===== config.mk =====
export PLATFORM = sky130hd
export DESIGN_NAME = uart_tx
export DESIGN_NICKNAME = d
export VERILOG_FILES = /design/src/rtl/uart_pkg.sv /design/src/rtl/uart_tx_baud_cnt.sv /design/src/rtl/uart_tx.sv
export SDC_FILE = /design/constraint.sdc
export NUM_CORES = 1
export LEC_CHECK = 0
export ABC_AREA = 1
export BUFFER_PORTS_ARGS = -buffer_cell sky130_fd_sc_hd__buf_2
export CORE_AREA = 2 2 58 60
export CTS_BUF_LIST = sky130_fd_sc_hd__clkbuf_4 sky130_fd_sc_hd__clkbuf_8
export DETAILED_ROUTE_END_ITERATION = 8
export DIE_AREA = 0 0 60 62
export GPL_ROUTABILITY_DRIVEN = 0
export PLACE_DENSITY = 0.72
export SYNTH_ARGS = -nofsm -noshare
export SYNTH_HDL_FRONTEND = slang
export SYNTH_HIERARCHICAL = 1
export SYNTH_SLANG_ARGS = --single-unit

===== constraint.sdc =====
create_clock -name clk -period 1.74 [get_ports clk]
set_input_delay 0.435 -clock clk [delete_from_list [all_inputs] [get_ports clk]]
set_output_delay 0.435 -clock clk [all_outputs]
set_load 0.01 [all_outputs]

===== src/rtl/uart_pkg.sv =====
// Shared UART definitions for the transmit and receive paths.
package uart_pkg;

    // Default bit timing: 50 MHz system clock at 115200 baud.
    localparam int unsigned UART_CLKS_PER_BIT = 434;
    localparam int unsigned UART_DATA_BITS    = 8;

    typedef enum logic [2:0] {
        IDLE,
        START,
        DATA,
        PARITY,
        STOP
    } uart_tx_state_t;

endpackage


===== src/rtl/uart_tx_baud_cnt.sv =====
// Baud counter: free-runs from 0 to CLKS_PER_BIT-1 and flags the last cycle of each bit.
module uart_tx_baud_cnt #(
    parameter int unsigned CLKS_PER_BIT = uart_pkg::UART_CLKS_PER_BIT
) (
    input  logic clk,
    input  logic rst_n,
    input  logic clr,
    output logic tick
);

    localparam int unsigned    CntW   = $clog2(CLKS_PER_BIT);
    localparam logic [CntW-1:0] CntMax = CntW'(CLKS_PER_BIT - 1);

    logic [CntW-1:0] cnt_q, cnt_d;

    // Terminal count marks the final cycle of the current bit period.
    always_comb begin
        tick  = (cnt_q == CntMax);
        cnt_d = cnt_q + 1'b1;
        if (clr || tick) begin
            cnt_d = '0;
        end
    end

    // Counter register with synchronous reset.
    always_ff @(posedge clk) begin
        if (!rst_n) begin
            cnt_q <= '0;
        end else begin
            cnt_q <= cnt_d;
        end
    end

endmodule


===== src/rtl/uart_tx.sv =====
// UART transmitter: valid/ready byte intake, serialised as start, data LSB-first,
// optional parity and stop bit(s). The line output comes straight from a flop.
module uart_tx
    import uart_pkg::*;
#(
    parameter int unsigned CLKS_PER_BIT = UART_CLKS_PER_BIT,
    parameter int unsigned DATA_BITS    = UART_DATA_BITS,
    parameter int unsigned PARITY_EN    = 0,
    parameter int unsigned PARITY_ODD   = 0,
    parameter int unsigned STOP_BITS    = 1
) (
    input  logic                 clk,
    input  logic                 rst_n,
    input  logic [DATA_BITS-1:0] tx_data,
    input  logic                 tx_valid,
    output logic                 tx_ready,
    output logic                 tx,
    output logic                 tx_busy,
    output logic                 tx_done
);

    // One index counter serves both data bits and stop bits.
    localparam int unsigned     IdxW     = $clog2(DATA_BITS);
    localparam logic [IdxW-1:0] LastData = IdxW'(DATA_BITS - 1);
    localparam logic [IdxW-1:0] LastStop = IdxW'(STOP_BITS - 1);

    uart_tx_state_t       state_q, state_d;
    logic [IdxW-1:0]      bit_idx_q, bit_idx_d;
    logic [DATA_BITS-1:0] shift_q, shift_d;
    logic                 tx_q, tx_d;
    logic                 tx_done_q, tx_done_d;
    logic                 baud_clr;
    logic                 baud_tick;

    // Held in clear while idle so the start bit always gets a full period; every
    // later bit/state change lands on a terminal count, where the counter wraps.
    assign baud_clr = (state_q == IDLE);

    uart_tx_baud_cnt #(
        .CLKS_PER_BIT(CLKS_PER_BIT)
    ) u_baud_cnt (
        .clk  (clk),
        .rst_n(rst_n),
        .clr  (baud_clr),
        .tick (baud_tick)
    );

    // Next-state logic: frame sequencing, bit indexing and byte capture.
    always_comb begin
        state_d   = state_q;
        bit_idx_d = bit_idx_q;
        shift_d   = shift_q;
        unique case (state_q)
            IDLE: begin
                bit_idx_d = '0;
                if (tx_valid) begin
                    shift_d = tx_data;
                    state_d = START;
                end
            end
            START: begin
                if (baud_tick) begin
                    bit_idx_d = '0;
                    state_d   = DATA;
                end
            end
            DATA: begin
                if (baud_tick) begin
                    if (bit_idx_q == LastData) begin
                        bit_idx_d = '0;
                        state_d   = (PARITY_EN != 0) ? PARITY : STOP;
                    end else begin
                        bit_idx_d = bit_idx_q + 1'b1;
                    end
                end
            end
            PARITY: begin
                if (baud_tick) begin
                    bit_idx_d = '0;
                    state_d   = STOP;
                end
            end
            STOP: begin
                if (baud_tick) begin
                    if (bit_idx_q == LastStop) begin
                        bit_idx_d = '0;
                        state_d   = IDLE;
                    end else begin
                        bit_idx_d = bit_idx_q + 1'b1;
                    end
                end
            end
            default: begin
                bit_idx_d = '0;
                state_d   = IDLE;
            end
        endcase
    end

    // Line level is computed from the next state so tx changes in the same cycle as the state.
    always_comb begin
        tx_d = 1'b1;
        unique case (state_d)
            IDLE:    tx_d = 1'b1;
            START:   tx_d = 1'b0;
            DATA:    tx_d = shift_q[bit_idx_d];
            PARITY:  tx_d = (^shift_q) ^ 1'(PARITY_ODD);
            STOP:    tx_d = 1'b1;
            default: tx_d = 1'b1;
        endcase
        tx_done_d = (state_q == STOP) && (state_d == IDLE);
    end

    // State and output registers; reset abandons any frame in flight.
    always_ff @(posedge clk) begin
        if (!rst_n) begin
            state_q   <= IDLE;
            bit_idx_q <= '0;
            shift_q   <= '0;
            tx_q      <= 1'b1;
            tx_done_q <= 1'b0;
        end else begin
            state_q   <= state_d;
            bit_idx_q <= bit_idx_d;
            shift_q   <= shift_d;
            tx_q      <= tx_d;
            tx_done_q <= tx_done_d;
        end
    end

    assign tx_ready = (state_q == IDLE);
    assign tx_busy  = ~tx_ready;
    assign tx       = tx_q;
    assign tx_done  = tx_done_q;

endmodule


; ---- Word-level counts from Yosys, hierarchy flattened
; Index checks and enable logic that the tools add are counted.
[classes]
add_sub_neg = 2
order_cmp = 1
n_eq_ne = 9
bitwise = 2
n_reduce_logical = 9
n_mux = 17
[op_table]
columns = cell, n
row1 = $mux W3, 12
row2 = $pmux W3 S5, 1
row3 = $eq A3 B2 Y1 const B, 4
row4 = $add A9 B1 Y9 const B, 1
row5 = $eq A9 B9 Y1 const B, 1
row6 = $logic_not A3 Y1, 3
row7 = $pmux W3 S3, 1
row8 = $reduce_xor A8 Y1, 1
row9 = $eq A3 B1 Y1 const B, 2
row10 = $eq A3 B3 Y1 const B, 2
row11 = $lt A3 B4 Y1 const B, 1
row12 = $reduce_or A2 Y1, 2
row13 = $add A3 B1 Y3 const B, 1
row14 = $bmux W1 S3, 1
row15 = $pmux W1 S3, 1
row16 = $not A1 Y1, 2
row17 = $reduce_and A2 Y1, 1
row18 = $logic_and A1 B1 Y1, 1
row19 = $logic_or A1 B1 Y1, 1
row20 = $mux W1, 1
[totals]
in_bits = 11
wordCells = 46
out_inout_bits = 4
register_bits = 25

; ---- Depth between registers and ports, before layout
; Gate-level depths: netlist (run 1).
[logic_depth]
depth_word = 7
mapped_depth = 17
mapped_depth_nobuf = 16

; ---- Hierarchy
; Netlist (run 1), hierarchy kept.
[by_module_without_submodules]
columns = module, seq_area_each_um2, n_inst, cells_per_inst, area_per_inst_um2
row1 = uart_tx, 320.3, 1, 140, 999.7
row2 = uart_tx_baud_cnt, 180.2, 1, 65, 490.5

; ---- Least setup slack after synthesis (run 1)
; Ideal clock, no wire load.
[synth_timing]
path_type = reg-to-reg
startpoint = reg u_baud_cnt.cnt_q[0]
endpoint = reg tx_q (netlist: tx)
synth_period_minus_slack_ns = 1.808
stages_incl_launch_ff = 13
arrival_time_ns = 1.688
path_slack_ns = -0.068
setup_time_ns = 0.120
path_buffers = 1
required_ns = 1.620
path_cell_list = dfxtp_1 > ha_1 > nand2_1 > nor2_1 > nand2_2 > inv_1 > buf_6 > nand3_1 > nand3_1 > o211ai_1 > or2_1 > nor2_1 > nand3_1
[synth_via]
elab_chain_cells = 6
word_cells_on_any_way = 16
classes_between = eq/ne (4) / mux (12)
[synth_lines]
columns = item, line_no
row1 = from (decl), uart_tx_baud_cnt.sv:14  ; logic [CntW-1:0] cnt_q, cnt_d;
row2 = from (signal assigned), uart_tx_baud_cnt.sv:30  ; cnt_q <= cnt_d;
row3 = $eq A9 B9 Y1 *, uart_tx_baud_cnt.sv:18  ; tick = (cnt_q == CntMax);
row4 = named net baud_tick, uart_tx.sv:33  ; logic baud_tick;
row5 = "$mux W3, on equally long branches", n/a
row6 = $pmux W3 S3, uart_tx.sv:53  ; unique case (state_q)
row7 = $bmux W1 S3, uart_tx.sv:106  ; DATA: tx_d = shift_q[bit_idx_d];
row8 = $mux W1 (not written as such), uart_tx.sv:106
row9 = $pmux W1 S3 *, uart_tx.sv:103  ; unique case (state_d)
row10 = to (signal assigned), uart_tx.sv:126  ; tx_q <= tx_d;
row11 = to (decl), uart_tx.sv:30  ; logic tx_q, tx_d;
; Mark *: on every way through the listed nets, which the timed path passes. The rest lies on a longest branch. The select of a mux whose other input is x is not followed.
; A chain may end at the register's enable or synchronous reset.

; ---- Final worst setup path (run 1)
[layout_timing]
startpoint = reg u_baud_cnt.cnt_q[1]
endpoint = reg tx_q (netlist: tx)
; Same word-level chain as after synthesis.

==> results_dict.tcl, run 1 <==
set metrics [dict create \
    combPwrFrac_pct 15.1 \
    die-width_um 60 \
    grt_pass1_vias 1145 \
    swShare_pct 27.69 \
    critPathKind "flip-flop to flip-flop" \
    io_buffers 14 \
    antenna_found_initial 0 \
    hpwl_um 2257 \
    ys_top_cells_by_area "dfxtp_1 (34%), nand2_1 (13%), nand3_1 (9.7%), inv_1 (4.3%), ha_1 (4.2%)" \
    finalHoldViolCount 0 \
    min_to "state_q[2]" \
    syn_area_um2 1490 \
    grt.total_usage_pct 17.35 \
    maxSlewViolCount 0 \
    muxShareOfSynthArea_pct 0 \
    whs_ns 0.3508 \
    core_um2 3179 \
    firstDrtPassIters 4 \
    timing.rr.start "u_baud_cnt/cnt_q[1]" \
    regToRegSetupSlack_ns -0.03 \
    synth_top_family_by_area "simple AND/OR/NAND/NOR gates" \
    drt_iter0_drc 51 \
    fin_crit_ns 1.766 \
    switchingPower_uw 285.8 \
    synth_xor_area_share_pct 5.877 \
    cts_sinks 25 \
    via_count 1356 \
    area_delta_synth_final_pct 25.69 \
    total_power_uw 1032 \
    clock_latency_ns 0.33 \
    pwr_density_cell_nw_per_um2 551.2 \
    post_synth_and_or_nand_nor_area_fraction_pct 38.62 \
    drv_cap 0 \
    drt-wirelength-per-cell_um 10.30 \
    tns_ns -0.02579 \
    cts_buffers 3 \
    synth_nets 221 \
    cp.required_ns 1.98 \
    cts_root_buf "clkbuf_4" \
    cts_tree "built" \
    violations "negative setup slack" \
    ant_nets 0 \
    status "finished, violations left" \
    ys_types 29 \
    grt_max_degree 16 \
    r2r-end "tx" \
    ios 15 \
    cts_buffer_depth 2 \
    synthAdderAreaFrac_pct 4.198 \
    clk_pin_slew_worst_paths_ns 0.14 \
    holdPathStages 3 \
    rsz0062_at_grt "yes" \
    synthCells 205 \
    arrival_ns 2.00 \
    clock_skew_ns 0.006426 \
    die-area_um2 3720 \
    hold_path_class "input pin to flip-flop" \
    ys_ff_latch 25 \
    irDropWorstVdd_uv 456.3 \
    yosysWarnings 6 \
    synth_compound_area_share_pct 9.992 \
    cp_slowest_stage_delay_ns 0.35 \
    start_kind "flip-flop" \
    grt_pass1_wl_um 4795 \
    critical_path.cell_chain "inv_1 > ha_1 > nand2_1 > nor2_1 > nand2_2 > inv_4 > nand3_2 > nand3_2 > nand3_4 > nand3_2 > nand3_2 > nand2_1 > nand2_1 > nand3_1 > nand3_1" \
    internal_power_uw 746.5 \
    die_h_um 62 \
    hp-start "rst_n" \
    initial_core_util_pct 46.87 \
    yosys.area.top_type "dfxtp_1" \
    crit_top_cell "nand3_2" \
    crit_path_top_delay_cell "dfxtp_2" \
    htreeDepth 1 \
    seqPwrFrac_pct 58.7 \
    nets 260 \
    rows 21 \
    overflow 0 \
    reg2reg_depth 15 \
    n_antenna_cell 0 \
    placed_cell_area_um2 1740 \
    viasPerCell 4.692 \
    tightest_slew_ns 0.3011 \
    relSlewSlack_pct 79.76 \
    final.period_utilization_pct 101.5 \
    postLayoutCoreUtil_pct 58.91 \
    yosysSeqAreaShare_pct 33.59 \
    wl_um 2978 \
    worst-path-max-fanout 6 \
    setup_slack_ns -0.02579 \
    stdcell_area_um2 1873 \
    yosysTopAreaCellShare_pct 33.59 \
    drc 0 \
    setup_viol 1 \
    layout-drive-gt1-share_pct 37.86 \
    leakagePower_uw 0.0008220 \
    avgSynthCellArea_um2 7.269 \
    clock.fmax_mhz 566.3 \
    end_kind "flip-flop" \
    clkPwrFrac_pct 26.1 \
]
[Yosys cell counts]
cell	count
nand2_1	50
nand3_1	29
dfxtp_1	25
inv_1	17
nor2_1	10
a21oi_1	9
inv_2	7
nor2_2	7
xnor2_1	7
a21oi_2	6
nand2_2	6
ha_1	5
nand2_4	4
xor2_1	3
clkbuf_1	2
nand3_2	2
nand4_1	2
o21a_1	2
o21bai_1	2
buf_6	1
inv_4	1
nand3_4	1
nor2_4	1
nor3_1	1
nor4_1	1
o211ai_1	1
o21ai_0	1
o41ai_1	1
or2_1	1
[through the flow]
stage | setup slack (ns) | instances
floorplan | 0.01225 | 205
detailed placement | -0.1301 | 280
global route | -0.1678 | 289
global placement | -0.06154 | 280
finish | -0.02579 | 289
CTS | -0.02034 | 286
[power by group through the flow]
stage	Clock [uW]	Combinational, uW	Sequential, uW
finish	270	156	606
global route	305	177	609
CTS	285	155	605
detailed placement	0	150	618
global placement	0	148	618
floorplan	0	106	617
[routing by layer]
layer / global-route usage [%] / vias to the layer above / wire (um)
met5: 0 / - / 0
met4: 9.206 / 0 / 87
met3: 2.899 / 9 / 60
met2: 24.22 / 19 / 1276
met1: 25.38 / 592 / 1553
li1: - / 736 / -
[cells by family after synthesis]
group	after synthesis
and+or+nand+nor	115
buffers and inverters	28
DFF	25
AOI/OAI and AO/OA	22
xor gates and xnor gates	10
adders and majority gates	5
[cell type report]
class	count	area [um2]
tap	46	57.56
inverter	25	101.3
sequential	25	505.5
clock buffer	3	22.52
fill	290	1306
multi-input combinational	152	935.9
timing repair buffer	37	242.7
clock inverter	1	7.507
[registers in the layout, summed over array words and instances, names as in the netlist]
register,flops
shift_q,8
u_baud_cnt/cnt_q,9
bit_idx_q,3
state_q,3
tx,1
tx_done,1
[placed cells by master, fill, tap and decap left out, types with 6 or more instances in the layout]
| cell type | Yosys | routed |
|---|---|---|
| a21oi_1 | 9 | 9 |
| a21oi_2 | 6 | 6 |
| buf_2 | 0 | 14 |
| buf_4 | 0 | 23 |
| dfxtp_1 | 25 | 21 |
| inv_1 | 17 | 15 |
| inv_2 | 7 | 7 |
| nand2_1 | 50 | 48 |
| nand2_2 | 6 | 7 |
| nand3_1 | 29 | 24 |
| nand3_2 | 2 | 7 |
| nor2_1 | 10 | 10 |
| nor2_2 | 7 | 6 |
| xnor2_1 | 7 | 7 |
[critical path: cells and delay by family (launching register included)]
family / cells / cell delay (ns)
flip-flops: 1 / 0.35
AND/OR/NAND/NOR: 12 / 1.03
adder cells (fa/ha/maj): 1 / 0.12
buffers and inverters: 2 / 0.16
[how the worst max path moves through the flow]
stage,start,cells after the start,end
after detailed placement,u_baud_cnt/cnt_q[1],11,tx
after global placement,u_baud_cnt/cnt_q[1],11,tx
after global routing,u_baud_cnt/cnt_q[1],15,tx
after CTS,u_baud_cnt/cnt_q[1],15,tx
final,u_baud_cnt/cnt_q[1],15,tx
after floorplan,u_baud_cnt/cnt_q[1],17,tx
[timing repair]
item | in CTS | in global routing
endpoints found under the hold margin | 0 | 0
buffers inserted | 2 | 3
gates resized for setup | 7 | 11
setup endpoints to repair | 3 | 4
hold buffers | 0 | 0
pin swaps | 0 | 3
(Power assumes the default switching activity.)
==> run 2, diff against run 1 <==
--- a/config.mk
+++ b/config.mk
@@ -12,6 +12,7 @@
 export DETAILED_ROUTE_END_ITERATION = 8
 export DIE_AREA = 0 0 60 62
 export GPL_ROUTABILITY_DRIVEN = 0
+export GPL_TIMING_DRIVEN = 0
 export PLACE_DENSITY = 0.72
 export SYNTH_ARGS = -nofsm -noshare
 export SYNTH_HDL_FRONTEND = slang
==> run 2 against run 1 <==
- clock skew grew 0.0086 ns
- final area shrank 3.5%
- critical endpoint unchanged
- non-clock buffer count shrank 13
- register-to-register slack lost 0.07 ns
- critical path depth grew 2
- global-route usage grew 1.6 points
- combinational power is essentially flat
- first-iteration DRC count grew 12%
- the flow still finishes with violations (negative setup slack)
- final cell count shrank 4.5%
- worst hold slack gained 0.0049 ns
- via count grew 0.37%
==> results_dict.tcl, run 2 (same netlist as run 1, synthesis figures left out) <==
set metrics [dict create \
    status "finished, violations left" \
    violations "negative setup slack" \
    tightest_slew_ns 0.4630 \
    critPathCapture "tx" \
    finalHoldViolCount 0 \
    clock_latency_ns 0.32 \
    end_kind "flip-flop" \
    die-area_um2 3720 \
    n_antenna_cell 0 \
    placed_cell_area_um2 1619 \
    rows 21 \
    drt-wirelength-per-cell_um 11.22 \
    rsz0062_at_grt "yes" \
    setup_viol 1 \
    antenna_found_initial 0 \
    io_buffers 13 \
    timing.rr.start "u_baud_cnt/cnt_q[1]" \
    drv_cap 0 \
    hold_buffers 0 \
    setup_slack_ns -0.09444 \
    layout-drive-gt1-share_pct 35.22 \
    cts_sinks 25 \
    clk_pin_slew_worst_paths_ns 0.15 \
    drc 0 \
    cts_tree "built" \
    start_kind "flip-flop" \
    viasPerCell 4.931 \
    final_cell_mix "nand2_1 (46), nand3_1 (23), dfxtp_1 (21), inv_1 (15), buf_2 (13)" \
    area_delta_synth_final_pct 21.24 \
    critPathLaunch "u_baud_cnt/cnt_q[1]" \
    reg2reg_depth 17 \
    stdcell_area_um2 1807 \
    largest-register "u_baud_cnt/cnt_q" \
    relSlewSlack_pct 68.85 \
    pwr_density_cell_nw_per_um2 568.9 \
    regToRegSetupSlack_ns -0.09 \
    ios 15 \
    dp_cells 264 \
    irDropWorstVdd_uv 400.0 \
    cts_buffers 3 \
    htreeDepth 1 \
    reg_top3 "u_baud_cnt/cnt_q (9), shift_q (8)" \
    clock_skew_ns 0.01503 \
    fin_crit_ns 1.834 \
    clock.fmax_mhz 545.1 \
    total_power_uw 1028 \
    wl_um 3097 \
    via_count 1361 \
    core_um2 3179 \
    grt_max_degree 15 \
    initial_core_util_pct 46.87 \
    maxSlewViolCount 0 \
    largest_register_ff_count 9 \
    cts_buffer_depth 2 \
    grt.total_usage_pct 18.94 \
    r2r-end "tx" \
    nets 247 \
    leakagePower_uw 0.0007571 \
    mostFrequentLayoutCell "nand2_1" \
    die_h_um 62 \
    ant_nets 0 \
    cp.required_ns 1.97 \
    hpwl_um 2118 \
    layoutNonFillerInstCount 276 \
    worst-path-max-fanout 8 \
    hold_path_class "input pin to flip-flop" \
    grt_pass1_vias 1207 \
    grt_pass1_wl_um 5285 \
    final.period_utilization_pct 105.4 \
    firstDrtPassIters 4 \
    die-width_um 60 \
    critPathKind "flip-flop to flip-flop" \
    drt_iter0_drc 57 \
    overflow 0 \
    arrival_ns 2.07 \
    cts_root_buf "clkbuf_4" \
]
[run 2: cell count changes in the layout (fill, tap and decap cells not counted), sizes merged]
cell	change
clkinv	+1
buf	-15
clkbuf	+2
clkinvlp	-1
[run 2: worst max-delay path: stages (launching register included)]
cell,delay (ns)
dfxtp_2,0.36
inv_2,0.04
ha_4,0.14
nand2_2,0.06
nor2_2,0.04
nand2_2,0.07
inv_2,0.05
buf_8,0.14
nand2_4,0.06
nand4_1,0.15
nand3_4,0.18
nand2_4,0.08
nand2_2,0.06
nand3_2,0.06
nand2_1,0.06
nand2_1,0.05
nand3_1,0.08
nand3_1,0.06
[run 2: repair_timing]
| item | in CTS | in global routing |
|---|---|---|
| pin swaps | 10 | 11 |
| endpoints found under the setup margin | 5 | 4 |
| resized for setup | 19 | 6 |
| setup buffers | 8 | 0 |
[run 2: worst min-delay path by stage]
stage | from | to | depth (start not counted)
2_1_floorplan | u_baud_cnt/cnt_q[0] | u_baud_cnt/cnt_q[0] | 1
3_3_place_gp | u_baud_cnt/cnt_q[0] | u_baud_cnt/cnt_q[0] | 1
3_5_place_dp | u_baud_cnt/cnt_q[0] | u_baud_cnt/cnt_q[0] | 1
4_1_cts | tx_data[4] | shift_q[4] | 3
5_1_grt | rst_n | state_q[2] | 3
6_report | tx_data[1] | shift_q[1] | 3
[run 2: per-layer routing]
metal  global-route usage [%]  share of wire, %  up-vias
li1                         -                 -      707
met1                    25.22                48      622
met2                    30.59                47       21
met3                    2.277               2.3       11
met4                    9.206               2.7        0
met5                        0                 0        -
[run 2: stage by stage]
step	setup WS (ns)	hold WS [ns]	utilization, %	TNS, ns
floorplan	0.01225	0.4261	-	0
global placement	-0.1941	0.4385	50.92	-0.2233
detailed placement	-0.1733	0.4401	50.92	-0.1831
CTS	-0.06063	0.3541	56.08	-0.06063
global route	-0.2620	0.3621	56.83	-0.3145
finish	-0.09444	0.3557	56.83	-0.09444
[run 2: final cells by class]
cell class	instances	area [um2]
flip-flops and latches	25	505.5
well taps	46	57.56
clock inverters	1	5.005
inverters	25	98.84
plain buffers	3	22.52
fillers	327	1373
repair buffers	21	125.1
clock buffers	3	22.52
multi-input cells	152	969.7
[run 2: power by group]
part / total (uW) / internal [uW] / switching, uW
sequential: 608 / 590 / 18.5
combinational: 155 / 66.8 / 88.6
clock: 264 / 86.1 / 178
